### config.mk
export PLATFORM = sky130hd
export DESIGN_NAME = i2c_wb_arbiter
export DESIGN_NICKNAME = d
export VERILOG_FILES = /design/src/rtl/i2c_wb_arbiter.sv
export SDC_FILE = /design/constraint.sdc
export NUM_CORES = 1
export LEC_CHECK = 0
export ABC_AREA = 0
export CORE_AREA = 2 2 114 116
export DETAILED_ROUTE_END_ITERATION = 7
export DIE_AREA = 0 0 116 118
export PLACE_DENSITY = 0.5
export SYNTH_ARGS = -nofsm -noshare
export SYNTH_HDL_FRONTEND = slang
export SYNTH_SLANG_ARGS = --single-unit
### constraint.sdc
create_clock -name wb_clk_i -period 1.4 [get_ports wb_clk_i]
set_input_delay 0.42 -clock wb_clk_i [delete_from_list [all_inputs] [get_ports wb_clk_i]]
set_output_delay 0.42 -clock wb_clk_i [all_outputs]
set_load 0.005 [all_outputs]
### src/rtl/i2c_wb_arbiter.sv
// rtl/i2c_wb_arbiter.sv - two-master round-robin Wishbone arbiter for the i2c bridge and a host master
// Optional slave-stall watchdog enabled by defining I2C_WB_ARB_TIMEOUT_EN.
module i2c_wb_arbiter #(
  parameter int AW      = 32,
  parameter int DW      = 32,
  parameter int TIMEOUT = 255
) (
  input  logic                wb_clk_i,
  input  logic                wb_rst_i,
  input  logic [1:0]          m_cyc_i,
  input  logic [1:0]          m_stb_i,
  input  logic [1:0]          m_we_i,
  input  logic [2*AW-1:0]     m_addr_i,
  input  logic [2*DW-1:0]     m_data_i,
  input  logic [2*DW/8-1:0]   m_sel_i,
  output logic [DW-1:0]       m_data_o,
  output logic [1:0]          m_ack_o,
  output logic [1:0]          m_err_o,
  output logic [1:0]          m_rty_o,
  output logic [1:0]          gnt_o,
  output logic                s_cyc_o,
  output logic                s_stb_o,
  output logic                s_we_o,
  output logic [AW-1:0]       s_addr_o,
  output logic [DW-1:0]       s_data_o,
  output logic [DW/8-1:0]     s_sel_o,
  input  logic [DW-1:0]       s_data_i,
  input  logic                s_ack_i,
  input  logic                s_err_i,
  input  logic                s_rty_i
);

  localparam int SW = DW / 8;

  typedef enum logic [1:0] {IDLE, OWN0, OWN1} state_e;

  state_e state_q, state_d;
  logic   last_q, last_d;
  logic   active;
  logic   own;
  logic   stb_raw;
  logic   wd_hit;

  assign active  = (state_q != IDLE);
  assign own     = (state_q == OWN1);
  assign stb_raw = active & m_stb_i[own];
  assign gnt_o   = {state_q == OWN1, state_q == OWN0};

  always_ff @(posedge wb_clk_i or negedge wb_rst_i) begin
    if (!wb_rst_i) begin
      state_q <= IDLE;
      last_q  <= 1'b1;
    end else begin
      state_q <= state_d;
      last_q  <= last_d;
    end
  end

  // On a tie in IDLE the master that did not own the bus last wins.
  always_comb begin
    state_d = state_q;
    last_d  = last_q;
    case (state_q)
      IDLE: begin
        case (m_cyc_i)
          2'b01:   state_d = OWN0;
          2'b10:   state_d = OWN1;
          2'b11:   state_d = last_q ? OWN0 : OWN1;
          default: state_d = IDLE;
        endcase
      end
      OWN0: begin
        if (!m_cyc_i[0]) begin
          state_d = IDLE;
          last_d  = 1'b0;
        end
      end
      OWN1: begin
        if (!m_cyc_i[1]) begin
          state_d = IDLE;
          last_d  = 1'b1;
        end
      end
      default: state_d = IDLE;
    endcase
  end

  always_comb begin
    s_cyc_o  = 1'b0;
    s_stb_o  = 1'b0;
    s_we_o   = 1'b0;
    s_addr_o = '0;
    s_data_o = '0;
    s_sel_o  = '0;
    m_data_o = '0;
    m_ack_o  = 2'b00;
    m_err_o  = 2'b00;
    m_rty_o  = 2'b00;
    if (active) begin
      s_cyc_o  = m_cyc_i[own];
      s_stb_o  = stb_raw & ~wd_hit;
      s_we_o   = m_we_i[own];
      s_addr_o = own ? m_addr_i[2*AW-1:AW] : m_addr_i[AW-1:0];
      s_data_o = own ? m_data_i[2*DW-1:DW] : m_data_i[DW-1:0];
      s_sel_o  = own ? m_sel_i[2*SW-1:SW]  : m_sel_i[SW-1:0];
      m_data_o = s_data_i;
      m_ack_o[own] = s_ack_i;
      m_err_o[own] = s_err_i | wd_hit;
      m_rty_o[own] = s_rty_i;
    end
  end

`ifdef I2C_WB_ARB_TIMEOUT_EN
  localparam logic [7:0] TIMEOUT_W = 8'(TIMEOUT);

  logic [7:0] wd_q, wd_d;

  assign wd_hit = active && (wd_q == TIMEOUT_W);

  always_comb begin
    wd_d = wd_q + 8'd1;
    if (!stb_raw || s_ack_i || s_err_i || s_rty_i || wd_hit) begin
      wd_d = 8'd0;
    end
  end

  always_ff @(posedge wb_clk_i or negedge wb_rst_i) begin
    if (!wb_rst_i) begin
      wd_q <= 8'd0;
    end else begin
      wd_q <= wd_d;
    end
  end
`else
  // Never true: without the watchdog the arbiter waits on the slave indefinitely.
  assign wd_hit = (TIMEOUT < 0);
`endif

endmodule

=== Word level (Yosys, flattened, before mapping) ===
Index checks and enable logic that the tools add are counted.

* Order comparisons: 2
* Equality and inequality tests: 7
* Mux-type cells: 29
* Bitwise gates (word level): 4
* Reductions and logical operators: 6

{| class="wikitable"
|+ Operators by type and width
! cell !! number
|-
| $mux W32 || 5
|-
| $mux W1 || 12
|-
| $mux W2 || 6
|-
| $pmux W2 S3 || 2
|-
| $mux W4 || 2
|-
| $and A2 B2 Y2 || 3
|-
| $eq A2 B2 Y1 const B || 3
|-
| $eq A2 B1 Y1 const B || 2
|-
| $ne A2 B2 Y1 const B || 2
|-
| $reduce_bool A2 Y1 || 2
|-
| $reduce_and A3 Y1 || 1
|-
| $logic_not A2 Y1 || 1
|-
| $lt A1 B2 Y1 const B || 1
|-
| $pmux W1 S2 || 1
|-
| $reduce_and A2 Y1 || 1
|-
| $and A1 B1 Y1 || 1
|-
| $demux W1 S1 || 1
|-
| $ge A1 B1 Y1 const B || 1
|-
| $logic_and A1 B1 Y1 || 1
|}

* Register bits: 3
* Output and inout bits: 111

=== Longest topological paths before layout ===
* Depth in word-level cells: 7
* Gate-level depth with buffers: 5
* Gate-level depth less buffers: 2

=== Worst setup path before layout ===
Ideal clock, no wire load.

* Path kind: register to output
* From: reg state_q[1]
* To: out s_addr_o[10]
* Arrival: 1.054 ns
* Required time: 0.980 ns
* Setup slack: -0.074 ns
* Cell stages (with the launch flop): 5
* Path through: dfrtp_1 nor2b_2 buf_4 buf_6 a22o_1

* Longest elaborated chain between the ends: 3
* Elaborated cells between the ends (all ways): 4

{| class="wikitable"
|+ Ends and longest elaborated chain
! element !! line !! text
|-
| from (decl) || 37 || <nowiki>state_e state_q, state_d;</nowiki>
|-
| from (signal assigned) || 54 || <nowiki>state_q <= state_d;</nowiki>
|-
| $eq A2 B2 Y1 || 45 || <nowiki>assign own = (state_q == OWN1);</nowiki>
|-
| $mux W32 || 103 || <nowiki>s_addr_o = own ? m_addr_i[2*AW-1:AW] : m_addr_i[AW-1:0];</nowiki>
|-
| $mux W32 (*) || 99 || <nowiki>if (active) begin</nowiki>
|-
| to (decl) || 24 || <nowiki>output logic [AW-1:0] s_addr_o,</nowiki>
|}

Mark *: on every way between the ends. The rest lies on a longest branch, timed or not.

=== Worst setup path in the final report ===
* From: reg state_q[0]
* To: out m_data_o[2]

* Longest elaborated chain between the ends: 2

{| class="wikitable"
|+ Ends and longest elaborated chain
! element !! line !! text
|-
| $reduce_bool A2 Y1 || 44 || <nowiki>assign active = (state_q != IDLE);</nowiki>
|-
| $mux W32 || 99 ||
|-
| to (decl) || 16 || <nowiki>output logic [DW-1:0] m_data_o,</nowiki>
|}

No other way between the ends.

==> impl_metrics.toml <==
[synth]
synth_area_leader_cell = "a22o_1"
synth_compound_area_share_pct = 57.1
synth_mux_area_share_pct = 0
synth_area_mm2 = 0.00114
avgSynthCellArea_um2 = 7.96
synth_top_area_share_pct = 55.4
synth-edff-count = 0
synth_cell_types = 15
synth.area.top_cells = "a22o_1, nor2b_1, buf_6"
synth_cells = 143
synth_top_family_by_area = "compound AO/OA/AOI/OAI gates"
synth_ff_type = "dfrtp_1"
synth-seq-cells = 3
synthAdderAreaFrac_pct = 0
async_flop_share_pct = 100
seq_area_frac_synth_pct = 6.70
synth_warnings = 0
synth-xor-area-share_pct = 0
syn-num-nets = 322
synth_simple_gate_area_share_pct = 24.4

[timing]
grt_setup_unrepaired = "true"
hold_ws_ns = 0.380
maxSlewViolCount = 0
layout_setup_ws_ns = -0.606
finClkSkew_ns = 0.00163
setup_violations = 113
worst_pin_slew_ns = 0.214
post-route-period-util_pct = 143
relSlewSlack_pct = 85.8
fin_crit_ns = 2.01
finalHoldViolCount = 0
fmax_ghz = 0.498

[clock_network]
clk_latency_ns = 0.22
numCtsBuffers = 3
root_buffer = "clkbuf_16"
htreeDepth = 1
cts_tree = "done"
clock_path_buffers = 2
cts_sinks = 3
clkSlewWorstSetupHoldPaths_ns = 0.03

[power]
p_per_area_mw_per_mm2 = 862
total_power_mw = 3.96
vdd_drop_max_mv = 0.366
leakagePower_nw = 2.13

[hold_path]
min_path_type = "primary input to async pin"

[worst_setup_path]
cp.arrival_ns = 1.59
crit_path_max_fanout = 6
worst-path-buf-inv = 7
cpMostUsedCell = "buf_6"
crit_chain = "buf_6 -> buf_12 -> nor2_4 -> buf_6 -> buf_6 -> buf_16 -> buf_4 -> nor2b_1 -> buf_2"
cp_top_family = "buffers and inverters"
worst_setup_path_end_kind = "output pin"
critPathKind = "flop to output pin"
cp-start-kind = "flop"
cp.required_ns = 0.98
max_stage_delay_ns = 0.42
crit_path_top_delay_cell = "dfrtp_2"

[routing]
firstDrtPassIters = 4
drt.antenna.violating_nets = 0
drt-initial-drc-count = 37
totalWireLength_mm = 10.1
vias = 2489
drcViolationCount = 0
viasPerCell = 3.88
wl_per_cell_um = 15.7

[floorplanning]
start_util_pct = 9.17
row_count = 41
die_height_um = 118
dieArea_mm2 = 0.0137
core-area_mm2 = 0.0124
ios = 290
die_width_um = 116

[global_routing]
overflow = 0
grt_pass1_vias = 2559
antenna_found_initial = 0
grt_util_all_layers_pct = 13.1
grt_max_degree = 20
grt_pass1_wl_mm = 13.9

[run]
drv_cap = 0

[final_layout]
nNetsFinal = 649
area_growth_pct = 304
final_core_util_pct = 37.0
design_area_mm2 = 0.00460
num_antenna_cells = 0
drive_above_1_share_pct = 39.2

[place]
placed_cell_area_mm2 = 0.00428
hpwl_mm = 7.02
routabilityCongestion = 0.796
port_buffers = 289

[run_status]
status = "complete, but fails checks"
violations = "setup timing"
[flip-flops by register name, summed over array words and instances, names as in the netlist]
register	cells
state_q	2
last_q	1
[repair_timing]
action	in CTS	in global routing
hold buffers	0	0
resized for setup	445	46
cloned	12	5
pin swaps	16	14
setup buffers	32	5
endpoints found under the setup margin	111	114
[metrics by stage]
stage               std cells  setup slack [ns]  setup TNS [ns]
finish                    641            -0.606          -55.49
global route              641            -0.659          -60.48
CTS                       639            -0.656          -59.00
detailed placement        594            -0.607          -59.12
global placement          594            -0.600          -59.04
floorplan                 143           -0.0126          -0.873
[path summary, 6_finish.rpt]
path | from | to | slack, ns | cells after the start
setup / recovery | state_q[0]$_DFFE_PN0P_ | m_data_o[2] | -0.61 | 9
hold / removal | wb_rst_i | state_q[0]$_DFFE_PN0P_ | 0.38 | 1
setup reg to reg | state_q[0]$_DFFE_PN0P_ | state_q[0]$_DFFE_PN0P_ | -0.12 | 7
hold reg to reg | last_q$_DFFE_PN1P_ | state_q[1]$_DFFE_PN0P_ | 0.53 | 1
max in group asynchronous | wb_rst_i | last_q$_DFFE_PN1P_ | 0.80 | 1
min in group wb_clk_i | last_q$_DFFE_PN1P_ | state_q[1]$_DFFE_PN0P_ | 0.53 | 1
[Yosys cell counts (2+ instances only)]
| master | n |
|---|---|
| dfrtp_1 | 2 |
| and2_1 | 6 |
| nor2b_1 | 34 |
| buf_4 | 2 |
| buf_6 | 5 |
| buf_2 | 8 |
| clkbuf_1 | 6 |
| a22o_1 | 72 |
| nand2b_1 | 2 |
[metal layers]
| metal | GRT usage (%) | share of wire, % | up-vias |
|---|---|---|---|
| met1 | 13.3 | 35 | 1119 |
| met5 | 0 | 0 | - |
| met3 | 2.94 | 9.1 | 6 |
| li1 | - | - | 1214 |
| met2 | 26.3 | 54 | 150 |
| met4 | 2.98 | 1.0 | 0 |
[layout by cell type, fill, tap and decap left out]
cell	netlist	layout
buf_2	8	87
bufbuf_16	0	1
nor2_4	0	1
buf_6	5	27
dfrtp_2	0	1
o21bai_1	1	1
a21oi_2	0	1
buf_12	0	7
dfrtp_1	2	1
clkbuf_16	0	7
nor2b_2	1	3
dfstp_2	1	1
nand2b_4	0	1
and2_4	0	6
clkbuf_1	6	1
clkbuf_2	0	18
nor2b_1	34	30
nand2b_1	2	1
buf_4	2	9
clkdlybuf4s50_1	0	178
a22o_1	72	72
o21a_1	1	1
buf_16	0	9
nor2b_4	0	2
buf_8	0	3
[power breakdown]
part           switching, mW  internal (mW)  total, mW
registers             0.0265          0.125      0.152
logic                   1.19           2.17       3.36
clock network         0.0785          0.376      0.454
total                   1.29           2.67       3.96
[cell type report]
cell class / count / area (um2)
repair buffers: 343 / 3240
clock buffers: 4 / 78.8
well taps: 172 / 215
fillers: 1290 / 7820
flip-flops and latches: 3 / 77.6
multi-input cells: 119 / 980
[logic make-up (layout without fill, tap and decap cells)]
| logic type | count (synthesis) | after routing |
|---|---|---|
| flip-flops | 3 | 3 |
| AND/OR/NAND/NOR | 44 | 44 |
| buffers and inverters | 21 | 347 |
| AO/OA/AOI/OAI | 75 | 75 |
Power figures use the tool's default switching activity.
